<file path="config.mk">
export PLATFORM = sky130hd
export DESIGN_NAME = bp_reg_bank
export DESIGN_NICKNAME = d
export VERILOG_FILES = /design/src/rtl/bp_reg_bank.sv
export SDC_FILE = /design/constraint.sdc
export NUM_CORES = 1
export LEC_CHECK = 0
export CORE_MARGIN = 1
export CORE_UTILIZATION = 46
export CTS_CLUSTER_SIZE = 16
export DETAILED_ROUTE_END_ITERATION = 8
export HOLD_SLACK_MARGIN = 0.06
export PLACE_DENSITY_LB_ADDON = 0.12
export SETUP_SLACK_MARGIN = 0.5
export SKIP_LAST_GASP = 1
export SLEW_MARGIN = 20
export SYNTH_ARGS = -nofsm -noshare
export SYNTH_HDL_FRONTEND = slang
export SYNTH_SLANG_ARGS = --single-unit
export TNS_END_PERCENT = 50
</file>
<file path="constraint.sdc">
create_clock -name i_clk -period 2.15 [get_ports i_clk]
set_clock_uncertainty 0.15 [all_clocks]
set_input_delay 0.5375 -clock i_clk [delete_from_list [all_inputs] [get_ports i_clk]]
set_output_delay 0.5375 -clock i_clk [all_outputs]
set_load 0.01 [all_outputs]
</file>
<file path="src/rtl/bp_reg_bank.sv">
// BytePipe register bank: decodes a byte command stream into
// burst/ctrl registers, packet-FIFO read ports, RO and RW bytes.
module bp_reg_bank #(
  parameter int N_FIFO = 1,
  parameter int N_RO = 4,
  parameter int N_RW = 4,
  parameter logic [N_RW*8-1:0] RW_RESET = '0
) (
  input  logic              i_clk,
  input  logic              i_rst,
  input  logic              i_cg,
  input  logic [N_FIFO*8-1:0] i_pktfifo_data,
  input  logic [N_FIFO-1:0] i_pktfifo_empty,
  output logic [N_FIFO-1:0] o_pktfifo_pop,
  output logic [N_FIFO-1:0] o_pktfifo_flush,
  input  logic [N_RO*8-1:0] i_ro,
  output logic [N_RW*8-1:0] o_rw,
  output logic [N_RW-1:0]   o_rwWrite,
  input  logic [7:0]        i_bp_data,
  input  logic              i_bp_valid,
  output logic              o_bp_ready,
  output logic [7:0]        o_bp_data,
  output logic              o_bp_valid,
  input  logic              i_bp_ready
);

  localparam int FB = 2;
  localparam int RB = FB + N_FIFO;
  localparam int WB = RB + N_RO;

  typedef enum logic [1:0] {
    S_IDLE,
    S_WR,
    S_RD
  } state_e;

  state_e state_q, state_d;
  logic [7:0] cnt_q, cnt_d;
  logic [6:0] addr_q, addr_d;
  logic [7:0] burst_q, burst_d;
  logic autoinc_q, autoinc_d;
  logic echo_q, echo_d;
  logic [N_RW*8-1:0] rw_q, rw_d;
  logic [7:0] dout_q, dout_d;
  logic vld_q, vld_d;

  logic [7:0] rd_val;
  logic rd_ok;
  logic [N_FIFO-1:0] pop_sel;
  logic [N_FIFO-1:0] pop;
  logic [N_FIFO-1:0] flush;
  logic [N_RW-1:0] rww;
  logic out_free;
  logic accept;
  logic [6:0] nxt_addr;
  logic [7:0] start_cnt;

  assign out_free = !vld_q || i_bp_ready;
  assign o_bp_ready = i_cg && (state_q != S_RD) && out_free;
  assign accept = o_bp_ready && i_bp_valid;
  assign start_cnt = (burst_q == 8'd0) ? 8'd1 : burst_q;

  // Next address: wrap 127 -> 1 so auto-increment never hits BURST.
  always_comb begin
    nxt_addr = addr_q;
    if (autoinc_q) begin
      if (addr_q == 7'd127) nxt_addr = 7'd1;
      else nxt_addr = addr_q + 7'd1;
    end
  end

  // Read mux for the current address; FIFO reads stall when empty.
  always_comb begin
    rd_val = 8'h00;
    rd_ok = 1'b1;
    pop_sel = '0;
    if (addr_q == 7'd0) rd_val = burst_q;
    if (addr_q == 7'd1) rd_val = {7'd0, autoinc_q};
    for (int i = 0; i < N_FIFO; i++) begin
      if (addr_q == 7'(FB + i) && !echo_q) begin
        rd_val = i_pktfifo_data[8*i +: 8];
        rd_ok = !i_pktfifo_empty[i];
        pop_sel[i] = 1'b1;
      end
    end
    for (int k = 0; k < N_RO; k++) begin
      if (addr_q == 7'(RB + k)) rd_val = i_ro[8*k +: 8];
    end
    for (int k = 0; k < N_RW; k++) begin
      if (addr_q == 7'(WB + k)) rd_val = rw_q[8*k +: 8];
    end
  end

  // Command FSM: next state, register writes and strobes.
  always_comb begin
    state_d = state_q;
    cnt_d = cnt_q;
    addr_d = addr_q;
    burst_d = burst_q;
    autoinc_d = autoinc_q;
    echo_d = echo_q;
    rw_d = rw_q;
    dout_d = dout_q;
    vld_d = vld_q;
    pop = '0;
    flush = '0;
    rww = '0;
    if (i_cg) begin
      if (vld_q && i_bp_ready) vld_d = 1'b0;
      case (state_q)
        S_IDLE: begin
          if (accept) begin
            addr_d = i_bp_data[6:0];
            cnt_d = start_cnt;
            echo_d = 1'b0;
            state_d = i_bp_data[7] ? S_WR : S_RD;
            if (i_bp_data[6:0] != 7'd0) burst_d = 8'd0;
          end
        end
        S_WR: begin
          if (accept) begin
            if (addr_q == 7'd0) burst_d = i_bp_data;
            if (addr_q == 7'd1) autoinc_d = i_bp_data[0];
            for (int i = 0; i < N_FIFO; i++) begin
              if (addr_q == 7'(FB + i)) flush[i] = 1'b1;
            end
            for (int k = 0; k < N_RW; k++) begin
              if (addr_q == 7'(WB + k)) begin
                rw_d[8*k +: 8] = i_bp_data;
                rww[k] = 1'b1;
              end
            end
            if (cnt_q == 8'd1) begin
              state_d = S_RD;
              cnt_d = 8'd1;
              echo_d = 1'b1;
            end else begin
              cnt_d = cnt_q - 8'd1;
              addr_d = nxt_addr;
            end
          end
        end
        S_RD: begin
          if (out_free && rd_ok) begin
            vld_d = 1'b1;
            dout_d = rd_val;
            pop = pop_sel;
            cnt_d = cnt_q - 8'd1;
            if (cnt_q == 8'd1) begin
              state_d = S_IDLE;
              echo_d = 1'b0;
            end else begin
              addr_d = nxt_addr;
            end
          end
        end
        default: state_d = S_IDLE;
      endcase
    end
  end

  // State registers with synchronous reset.
  always_ff @(posedge i_clk) begin
    if (i_rst) begin
      state_q <= S_IDLE;
      cnt_q <= 8'd0;
      addr_q <= 7'd0;
      burst_q <= 8'd0;
      autoinc_q <= 1'b0;
      echo_q <= 1'b0;
      rw_q <= RW_RESET;
      dout_q <= 8'h00;
      vld_q <= 1'b0;
    end else begin
      state_q <= state_d;
      cnt_q <= cnt_d;
      addr_q <= addr_d;
      burst_q <= burst_d;
      autoinc_q <= autoinc_d;
      echo_q <= echo_d;
      rw_q <= rw_d;
      dout_q <= dout_d;
      vld_q <= vld_d;
    end
  end

  assign o_pktfifo_pop = pop;
  assign o_pktfifo_flush = flush;
  assign o_rwWrite = rww;
  assign o_rw = rw_q;
  assign o_bp_data = dout_q;
  assign o_bp_valid = vld_q;

endmodule

</file>
==> Yosys cells after proc, flatten, opt, wreduce, memory -nomap -nowiden <==
Index checks and enable logic that the tools add are counted.
{ "word_totals": {"mem_count": 0, "ff_bits": 68, "latch_bits": 0, "word_cells": 123, "rom_bits": 0, "ramBits": 0} }
{ "op_classes": {"magnitude_cmp": 0, "div": 0, "n_eq_ne": 22, "n_reduce_logical": 26, "shifts": 0, "mux": 61, "n_mul": 0, "addsub": 2, "bitwise": 0} }
{ "ops": {"columns": ["op", "count"], "rows": [
  ["8-bit two-way mux", 20],
  ["7-bit two-way mux", 6],
  ["7-bit by 3-bit equality test with 1-bit output, second input constant", 4],
  ["8-bit one-hot mux with 3 select lines", 1],
  ["7-bit by 4-bit equality test with 1-bit output, second input constant", 3],
  ["1-bit two-way mux", 21],
  ["7-bit one-hot mux with 3 select lines", 1],
  ["4-bit AND reduction", 5],
  ["2-bit inequality test, second input constant", 8],
  ["8-bit one-hot mux with 2 select lines", 1],
  ["7-bit by 2-bit equality test with 1-bit output, second input constant", 2],
  ["2-bit two-way mux", 6],
  ["4-bit two-way mux", 3],
  ["6-bit AND reduction", 2],
  ["8-bit by 1-bit equality test with 1-bit output, second input constant", 1],
  ["8-bit logical NOT", 1],
  ["8-bit by 1-bit subtractor with 8-bit output, second input constant", 1],
  ["7-bit by 1-bit adder with 7-bit output, second input constant", 1],
  ["7-bit by 1-bit equality test with 1-bit output, second input constant", 1],
  ["7-bit equality test, second input constant", 1],
  ["7-bit logical NOT", 1],
  ["7-bit AND reduction", 1],
  ["7-bit nonzero test", 1],
  ["1-bit logical AND", 6],
  ["11 further kinds", 13]
]} }

==> Longest topological paths before layout <==
{ "logic_depth": {"depth_word": 12, "mapped_depth": 9} }

==> Worst setup path before layout <==
No wires, ideal clock.
{ "synth_timing": {"kind": "reg2out", "from": "register state_q[0]", "to": "output o_pktfifo_flush", "path_buffers": 2, "slack_ns": -0.336, "stages_incl_launch_ff": 8, "required_time_ns": 1.462, "arrival_ns": 1.799, "cell_sequence": "dfxtp_1 -> inv_1 -> ha_1 -> clkbuf_1 -> nor2b_1 -> nand4_1 -> clkbuf_1 -> nor3_1"} }
{ "synth_between": {"elab_chain_len": 7, "word_cells_on_any_way": 8, "cone_classes": "2 x eq/ne; 3 x mux; 3 x reduce/logical"} }
{ "synth_lines": {"columns": ["element", "line", "text"], "rows": [
  ["start: declaration", "37", "state_e state_q, state_d;"],
  ["start signal: assignment", "175", "state_q <= state_d;"],
  ["2-bit inequality test", "59", "assign o_bp_ready = i_cg && (state_q != S_RD) && out_free;"],
  ["1-bit logical AND (2 in series)", "59", null],
  ["1-bit logical AND", "60", "assign accept = o_bp_ready && i_bp_valid;"],
  ["1-bit two-way mux", "121", "if (accept) begin"],
  ["1-bit two-way mux (*)", "110", "case (state_q)"],
  ["1-bit two-way mux (*)", "108", "if (i_cg) begin"],
  ["end: declaration", "15", "output logic [N_FIFO-1:0] o_pktfifo_flush,"]
]} }
Mark *: on every way between the ends. The rest lies on a longest branch, timed or not.

==> Worst setup path after layout <==
{ "layout_timing": {"from": "input i_pktfifo_empty", "to": "output o_pktfifo_pop"} }
{ "layout_between": {"elab_chain_len": 6} }
{ "layout_lines": {"columns": ["element", "line", "text"], "rows": [
  ["start: declaration", "13", "input logic [N_FIFO-1:0] i_pktfifo_empty,"],
  ["1-bit logical NOT", "82", "rd_ok = !i_pktfifo_empty[i];"],
  ["1-bit two-way mux", "80", "if (addr_q == 7'(FB + i) && !echo_q) begin"],
  ["1-bit logical AND", "144", "if (out_free && rd_ok) begin"],
  ["1-bit two-way mux", "144", null],
  ["1-bit two-way mux", "110", null],
  ["1-bit two-way mux", "108", null],
  ["end: declaration", "14", "output logic [N_FIFO-1:0] o_pktfifo_pop,"]
]} }
No other way between the ends.

==> results.toml <==
[outcome]
outcome = "finished, violations left"
violations = "negative setup slack"

[sta]
slew_headroom_pct = 54.9
period_needed_ns = 2.48
worst_pin_slew_ns = 0.676
rsz0062_at_grt = "yes"
hold_viol_final = 0
whs_ns = 0.332
worst_slack_ns = -0.333
setup_viol = 42
post-route-period-util_pct = 115
timing.fmax_mhz = 403
slew_violations = 0

[layout]
diodes = 0
drive_gt1_share_pct = 46.0
fill_cells = 521
nets = 888
areaGrowthSynthToFinish_pct = 80.4
fin_util_pct = 85.8
stdcell_count = 958

[clocking]
cts_buffers = 9
cts_tree = "yes"
insertion_delay_ns = 0.36
cts_hold_buf = 0
clock_path_buffers = 2
cts_sinks = 68
cts-root-buf = "clkbuf_8"
h-tree-depth = 3
path_clk_slew_ns = 0.09

[routing]
ant_nets = 0
drt_iter0_drc = 790
totalWireLength_um = 22500
dr.pass1.iters = 5
drc = 0
viasPerCell = 6.48
wire_per_inst_um = 23.5
vias = 6208

[grt]
use_met2_pct = 67.0
grtUsageMet1_pct = 55.2
antenna_found_initial = 1
grt_pass1_wl_um = 32000
grt.met3_usage_pct = 9.75
gr-usage-all-layers_pct = 42.1
grt_pass1_vias = 5760
grt_max_degree = 39
top_usage_layer = "met2"
overflow = 0

[logic_synthesis]
synth.distinct_cells = 68
synth_top_area_share_pct = 30.8
ys_top_cells_by_count = "nand2_1, a21oi_1, dfxtp_1"
avgSynthCellArea_sq_um = 7.56
synth_top_cell_by_area = "dfxtp_1"
synth_area_leaders = "dfxtp_1, a21oi_1, o21ai_0, nand2_1, ha_1"
syn_area_sq_um = 4410
synth_most_common_cell = "nand2_1"
async_reset_ff_share_pct = 0
ys_seq_area_share_pct = 30.8
synth_edf_count = 0
ys.flop_type = "dfxtp_1"
ys_ff_latch = 68
synthCells = 584
synth_nets = 648
yosys_warnings = 0

[placement]
hpwlAfterDp_um = 14400
gp_congestion = 0.982
dp.cells = 884
portBuffers = 101

[setup_path]
crit_start = "i_pktfifo_empty"
reg2reg_slack_ns = -0.20
r2r_start = "addr_q[0]"
end_kind = "primary output"
crit_type = "input pin to primary output"
crit_fanout = 2
worstSetupStartpointType = "input pin"
worst_ep_required_time_ns = 1.46
crit_arrival_ns = 1.80

[die]
dieArea_sq_um = 9990
die_y_um = 100
die_w_um = 100
rows = 35
ios = 102
core_region_area_sq_um = 9280
initial_core_util_pct = 47.5

[power]
total_power_mw = 4.60
ir_worst_vdd_uv = 419
powerDensity_nw_per_um2 = 578
leakage_nw = 2.93

[run]
cap_viol_max_count = 0

[min_path]
hold_path.class = "register to register"
min_from = "o_bp_data[1]"
-- layer usage --
layer / wire length [um] / vias to the layer above
li1: - / 2652
met1: 8600 / 2925
met2: 10000 / 508
met3: 2720 / 121
met4: 1130 / 2
met5: 14 / -
-- power breakdown --
| part | internal (mW) | total [mW] | switching, mW | leakage (nW) |
|---|---|---|---|---|
| registers | 1.29 | 1.33 | 0.0386 | 0.563 |
| logic | 1.03 | 2.12 | 1.08 | 2.27 |
| clock network | 0.552 | 1.16 | 0.603 | 0.0944 |
| total | 2.88 | 4.60 | 1.73 | 2.93 |
-- final timing paths --
path / endpoint / cells past startpoint
hold reg to reg: o_bp_data[1] / 2
setup reg to reg: o_bp_data[2] / 11
setup / recovery: o_pktfifo_pop / 5
hold / removal: o_bp_data[1] / 2
-- timing repair --
| item | in CTS | in global routing |
|---|---|---|
| gates cloned | 2 | 0 |
| buffers inserted | 37 | 19 |
| resized for setup | 227 | 90 |
| endpoints found under the setup margin | 115 | 112 |
| pin swaps | 59 | 39 |
-- kinds of logic (layout without fill, tap and decap cells) --
kind of cell / count (synthesis) / count (layout) / share of synthesized area [%]
and+or+nand+nor: 230 / 231 / 28.5
AOI/OAI and AO/OA: 208 / 208 / 30.2
DFF: 68 / 68 / 30.8
buffers and inverters: 61 / 305 / 6.01
adders and majority gates: 10 / 10 / 2.83
muxes: 7 / 7 / 1.64
-- worst max-delay path: stages --
cell and delay (ns):
dlygate4sd2_1 0.26, or4bb_4 0.58, o2111ai_4 0.22, nor3_2 0.06, buf_2 0.13
-- per-stage QoR --
stage          setup TNS (ns)  instance area [sq um]  worst slack (ns)
2_1_floorplan          -0.894                   4610            -0.114
3_3_place_gp           -17.84                   6390            -0.724
3_5_place_dp           -21.19                   6390            -0.759
4_1_cts                 -3.04                   7450            -0.331
5_1_grt                 -9.31                   7960            -0.414
6_report                -6.26                   7960            -0.333
-- registers in the layout, summed over array words and instances, names as in the netlist --
register and cells:
state_q 2, o_rw 32, autoinc_q 1, o_bp_data 8
burst_q 8, o_bp_valid 1, echo_q 1, cnt_q 8
addr_q 7
-- layout by cell type, fill, tap and decap left out, types with 7 or more instances in the layout --
cell type	n
a21oi_1	51
a21oi_2	21
buf_4	123
buf_6	46
clkbuf_8	9
clkdlybuf4s15_2	12
clkdlybuf4s50_1	74
dfxtp_1	43
dfxtp_2	17
dfxtp_4	8
inv_1	10
nand2_1	63
nand2b_1	9
nand3_1	19
nor2_1	24
nor2_4	7
nor3_1	12
o21ai_0	31
o21ai_1	11
o21ai_2	10
or2_4	9
-- final cells by class --
cell class	count	area (sq um)	share of cell area, %
well taps	129	161	2.03
clock inverters	7	81.3	1.02
clock buffers	9	124	1.56
multi-input cells	456	3560	44.7
flip-flops and latches	68	1410	17.7
repair buffers	274	2570	32.2
inverters	15	58.8	0.739
Power figures use the tool's default switching activity.
